File: src/rtl/fetch_prefetcher_pkg.sv
// Shared types and defaults for the fetch prefetcher: queue entry layout and reset constants.
package fetch_prefetcher_pkg;

    localparam int unsigned FETCH_WIDTH       = 32;
    localparam int unsigned DEFAULT_ROM_SIZE  = 128;
    localparam logic [FETCH_WIDTH-1:0] DEFAULT_RESET_PC = 32'h0;

    typedef struct packed {
        logic [FETCH_WIDTH-1:0] pc;
        logic [FETCH_WIDTH-1:0] instruction;
        logic                   fault;
    } fetch_entry_t;

endpackage

File: src/rtl/fetch_prefetcher_queue.sv
// Circular prefetch FIFO of fetch entries; flush empties it and dominates push/pop.
module fetch_prefetcher_queue
    import fetch_prefetcher_pkg::*;
#(
    parameter int unsigned DEPTH = 4
) (
    input  logic                         clk,
    input  logic                         rst,
    input  logic                         push,
    input  logic                         pop,
    input  logic                         flush,
    input  fetch_entry_t                 entry,
    output logic                         full,
    output logic                         empty,
    output fetch_entry_t                 head,
    output logic [$clog2(DEPTH+1)-1:0]   count
);

    localparam int unsigned PW = $clog2(DEPTH);
    localparam int unsigned CW = $clog2(DEPTH+1);

    fetch_entry_t    mem [DEPTH];
    logic [PW-1:0]   rd_ptr;
    logic [PW-1:0]   wr_ptr;
    logic            do_push;
    logic            do_pop;

    assign full    = (count == CW'(DEPTH));
    assign empty   = (count == '0);
    assign head    = mem[rd_ptr];
    // A push into a full queue is legal only when the head leaves the same cycle.
    assign do_push = push && (!full || pop);
    assign do_pop  = pop && !empty;

    always_ff @(posedge clk or negedge rst) begin
        if (!rst) begin
            rd_ptr <= '0;
            wr_ptr <= '0;
            count  <= '0;
            for (int i = 0; i < int'(DEPTH); i++) begin
                mem[i] <= '0;
            end
        end else if (flush) begin
            rd_ptr <= '0;
            wr_ptr <= '0;
            count  <= '0;
        end else begin
            if (do_push) begin
                mem[wr_ptr] <= entry;
                wr_ptr      <= wr_ptr + PW'(1);
            end
            if (do_pop) begin
                rd_ptr <= rd_ptr + PW'(1);
            end
            if (do_push && !do_pop) begin
                count <= count + CW'(1);
            end else if (!do_push && do_pop) begin
                count <= count - CW'(1);
            end
        end
    end

endmodule

File: src/rtl/fetch_prefetcher.sv
// Fetch stage: PC sequencer with ROM read and fault detection feeding a prefetch queue toward decode.
module fetch_prefetcher
    import fetch_prefetcher_pkg::*;
#(
    parameter int unsigned      WIDTH    = FETCH_WIDTH,
    parameter int unsigned      DEPTH    = 4,
    parameter int unsigned      ROM_SIZE = DEFAULT_ROM_SIZE,
    parameter logic [WIDTH-1:0] RESET_PC = DEFAULT_RESET_PC
) (
    input  logic                        clk,
    input  logic                        rst,
    input  logic [7:0]                  rom [0:ROM_SIZE-1],
    input  logic                        redirect_valid,
    input  logic [WIDTH-1:0]            redirect_target,
    input  logic                        out_ready,
    output logic                        out_valid,
    output logic [WIDTH-1:0]            out_pc,
    output logic [WIDTH-1:0]            out_instruction,
    output logic                        out_fault,
    output logic [$clog2(DEPTH+1)-1:0]  occupancy
);

    localparam int unsigned AW = $clog2(ROM_SIZE);

    logic [WIDTH-1:0] fetch_pc;
    logic             halted;
    logic [AW-1:0]    idx_c;
    logic             fault_c;
    logic [WIDTH-1:0] word_c;
    fetch_entry_t     entry_c;
    fetch_entry_t     head;
    logic             push;
    logic             pop;
    logic             full;
    logic             empty;

    // Big-endian word read; faulting fetches carry a zero instruction.
    always_comb begin
        idx_c   = fetch_pc[AW-1:0];
        fault_c = (fetch_pc[1:0] != 2'b00) || (fetch_pc > WIDTH'(ROM_SIZE - 4));
        word_c  = '0;
        if (!fault_c) begin
            word_c = {rom[idx_c], rom[idx_c + AW'(1)], rom[idx_c + AW'(2)], rom[idx_c + AW'(3)]};
        end
        entry_c = '{pc: fetch_pc, instruction: word_c, fault: fault_c};
    end

    // A redirect cycle never hands off an entry, so its pop is void.
    assign out_valid = !empty && !redirect_valid;
    assign pop       = out_valid && out_ready;
    assign push      = !redirect_valid && !halted && (!full || pop);

    always_ff @(posedge clk or negedge rst) begin
        if (!rst) begin
            fetch_pc <= RESET_PC;
            halted   <= 1'b0;
        end else if (redirect_valid) begin
            fetch_pc <= redirect_target;
            halted   <= 1'b0;
        end else if (push) begin
            if (fault_c) begin
                halted <= 1'b1;
            end else begin
                fetch_pc <= fetch_pc + WIDTH'(4);
            end
        end
    end

    fetch_prefetcher_queue #(
        .DEPTH (DEPTH)
    ) u_queue (
        .clk   (clk),
        .rst   (rst),
        .push  (push),
        .pop   (pop),
        .flush (redirect_valid),
        .entry (entry_c),
        .full  (full),
        .empty (empty),
        .head  (head),
        .count (occupancy)
    );

    assign out_pc          = head.pc;
    assign out_instruction = head.instruction;
    assign out_fault       = head.fault;

endmodule

File: config.mk
export PLATFORM = sky130hd
export DESIGN_NAME = fetch_prefetcher
export DESIGN_NICKNAME = d
export VERILOG_FILES = /design/src/rtl/fetch_prefetcher_pkg.sv /design/src/rtl/fetch_prefetcher_queue.sv /design/src/rtl/fetch_prefetcher.sv
export SDC_FILE = /design/constraint.sdc
export NUM_CORES = 2
export LEC_CHECK = 0
export CORE_AREA = 2 2 440 442
export CTS_CLUSTER_SIZE = 14
export DETAILED_ROUTE_END_ITERATION = 8
export DIE_AREA = 0 0 442 444
export MAX_ROUTING_LAYER = met4
export PLACE_DENSITY_LB_ADDON = 0.08
export SYNTH_ARGS = -nofsm -noshare
export SYNTH_HDL_FRONTEND = slang
export SYNTH_HIERARCHICAL = 1
export SYNTH_SLANG_ARGS = --single-unit
File: constraint.sdc
create_clock -name clk -period 5.7 [get_ports clk]
set_input_delay 1.14 -clock clk [delete_from_list [all_inputs] [get_ports clk]]
set_output_delay 1.14 -clock clk [all_outputs]
set_load 0.02 [all_outputs]
==> reports/results.ini <==
[timing]
hold_slack_ns=0.478
slew_viol_final=0
slew_headroom=0.154
fin_crit_sh=0.921
tns_ns=0
setup_viol=0
worst_pin_slew_ns=1.26
max_freq_ghz=0.190
finalHoldViolCount=0
finClkSkew_ns=0.0409
period_needed_ns=5.25
fin_ws_ns=0.451
rsz0062_at_grt=false

[place]
dpl-instance-area_sq_mm=0.0607
portBuffers=1128
gp_congestion=1.02
pre_cts_ws_ns=0.605
placed_cells=7141
dp_hpwl_mm=247

[job]
cap_violations=0

[synth]
ys_seq_area_frac=0.160
ys.flop_type=dfrtp_1
ys_ff_latch=300
syn_area_sq_mm=0.0468
syn-mean-instance-area_sq_um=12.4
ys_types=66
yosysWarnings=6
synth-edff-count=0
syn-num-nets=4857
async_flop_share=1.00
synth_cells=3786

[route]
routed-via-count=46400
drt_first_pass_iters=5
drc=0
avgRoutedWirePerCell_um=42.5
postRouteAntennaNets=0
drtIter0Drc=5455
viasPerCell=6.30
wl_mm=312

[clock_network]
ctsResizeCount=0
htree_levels=2
hold_buffers=0
clock_latency_ns=0.57
clk_pin_slew_ns=0.06
clockBufferDepth=3
cts_root_buffer=clkbuf_16
cts_made_buffers=39
post_cts_buffers=0
cts_tree=done
clock-sinks=300

[worst_setup_path]
critPathCaptureType=flop
critPathMaxStageDelay_ns=0.98
crit_chain=buf_4 > buf_4 > mux4_2 > nand2_1 > nand2_1 > a211oi_1 > buf_4 > a221oi_1 > a221oi_1 > a2111oi_0 > mux2_2
worst_r2r_path_depth=11
critical_path_depth=11
critPathRequiredTime_ns=6.20
cp_max_fo=49
crit_path_start_kind=flop
worstPathArrival_ns=5.75
slowest_stage=a2111oi_0
crit_family=compound AO/OA/AOI/OAI gates
critical_path_buf_inv_count=3
setup.worst_path.class=reg -> reg
crit_top_cell=buf_4

[layout]
nFillCells=19300
final_nets=5727
drive_above_1_share=0.301
design_area_sq_mm=0.0623
area_growth_pct=33.3
stdcell_count=7355

[grt]
antenna_found_initial=171
grt_pass1_vias=45900
grt_max_degree=140
grt_pass1_wl_mm=421
gr-total-overflow=0
track_usage=0.318

[pwr]
power_density_mw_per_mm2=244
peakVddDrop_uv=185
leakagePower_uw=0.0222

[run_status]
outcome=completed

[floorplan]
ios=1129
die_x_um=442
fp-row-count=161
dieArea_sq_mm=0.196
die_y_um=444
core_sq_mm=0.192
initial_utilization=0.244

[hold_path]
hp-class=reg -> reg
min_path_cells=1

==> flip-flops by register name (all words and copies together), names as in the netlist <==
| register | flops |
|---|---|
| u_queue/mem | 260 |
| halted | 1 |
| u_queue/rd_ptr | 2 |
| u_queue/count | 3 |
| u_queue/wr_ptr | 2 |
| fetch_pc | 32 |
==> synth_stat cells (15+ instances only) <==
library cell | n | area share
nor4_1 | 15 | 0.0020
a22oi_1 | 30 | 0.0048
mux2_2 | 120 | 0.029
mux4_2 | 1007 | 0.48
nand4_1 | 21 | 0.0028
buf_4 | 91 | 0.015
a22o_1 | 30 | 0.0056
a211oi_1 | 16 | 0.0026
a221oi_1 | 22 | 0.0041
clkbuf_1 | 114 | 0.0091
nor3_1 | 43 | 0.0046
a21oi_1 | 40 | 0.0043
buf_1 | 38 | 0.0030
a31oi_1 | 67 | 0.0090
dfrtp_1 | 300 | 0.16
o22ai_1 | 35 | 0.0047
a32o_1 | 82 | 0.018
nor2_1 | 39 | 0.0031
a32oi_1 | 92 | 0.017
nand2_1 | 647 | 0.052
mux2i_1 | 234 | 0.050
mux2_1 | 177 | 0.043
nand3_1 | 119 | 0.013
buf_2 | 180 | 0.019
o21ai_0 | 30 | 0.0032
buf_6 | 26 | 0.0063
==> per-layer routing <==
layer / global-route usage / part of all wire / up-vias
met2: 0.490 / 0.47 / 3018
met5: - / 0 / -
met4: 0.151 / 0.055 / 0
met1: 0.391 / 0.39 / 24800
met3: 0.0778 / 0.087 / 567
li1: - / - / 17900
==> layout make-up <==
type,count,area [sq um],share of cell area
antenna,143,358,0.00574
clock buffer,56,1130,0.0181
clock inverter,15,153,0.00245
inverter,9,41.3,0.000662
multi-input combinational,3023,37100,0.595
sequential,300,7540,0.121
tap,2526,3160,0.0507
timing repair buffer,1283,12900,0.207
==> worst register-to-register path, stage by stage (launching register included) <==
cell and delay [ns]:
dfrtp_4 0.59, buf_4 0.52, buf_4 0.78, mux4_2 0.47
nand2_1 0.05, nand2_1 0.13, a211oi_1 0.18, buf_4 0.26
a221oi_1 0.62, a221oi_1 0.29, a2111oi_0 0.98, mux2_2 0.31
==> power breakdown <==
part	total, uW	internal, uW	leakage (uW)	switching [uW]
Clock	2480	1480	0.000634	1000
Sequential	2770	2500	0.00398	274
Combinational	9990	4380	0.0175	5610
==> logic make-up (layout without fill, tap and decap cells) <==
family / Yosys count / after routing / share of synthesized area
AO/OA/AOI/OAI: 497 / 497 / 0.0825
XOR/XNOR: 25 / 25 / 0.00532
adder cells (fa/ha/maj): 11 / 11 / 0.00310
buffers and inverters: 463 / 1363 / 0.0547
flip-flops: 300 / 300 / 0.160
multiplexers: 1538 / 1538 / 0.606
other: 0 / 143 / 0
AND/OR/NAND/NOR: 952 / 952 / 0.0876
==> path summary, 6_finish.rpt <==
check / start / end / slack, ns
max: fetch_pc[2] / u_queue/mem[97] / 0.45
min reg2reg: u_queue/mem[123] / u_queue/mem[123] / 0.48
min in group asynchronous: rst / u_queue/mem[228] / 0.54
min: u_queue/mem[123] / u_queue/mem[123] / 0.48
max reg2reg: fetch_pc[2] / u_queue/mem[97] / 0.45
max in group asynchronous: rst / fetch_pc[26] / 3.94
==> metrics by stage <==
stage	utilization	power, uW
2_1_floorplan	-	8250
3_3_place_gp	0.317	12700
3_5_place_dp	0.317	12600
4_1_cts	0.324	15200
5_1_grt	0.325	15800
6_report	0.325	15200
==> cell usage in the layout, fill, tap and decap left out, types with 10 or more instances in the layout <==
cell type        netlist  final
nor4_1                15     10
diode_2                0    143
clkdlybuf4s50_1        0   1126
nor3_1                43     41
nand4_1               21     21
buf_12                 1     34
clkbuf_16              0     39
buf_4                 91    119
and2_1                14     12
o22ai_1               35     35
o21ai_0               30     30
mux2_2               120    120
a31oi_1               67     67
a32oi_1               92     92
a221oi_1              22     22
mux4_2              1007   1007
a22oi_1               30     30
dfrtp_1              300    291
a32o_1                82     82
a21oi_1               40     40
nand2_1              647    647
mux2i_1              234    234
nand3_1              119    119
nor2_1                39     32
a211oi_1              16     15
a22o_1                30     30
mux2_1               177    177
No activity file was read; power rests on OpenSTA's default activity.
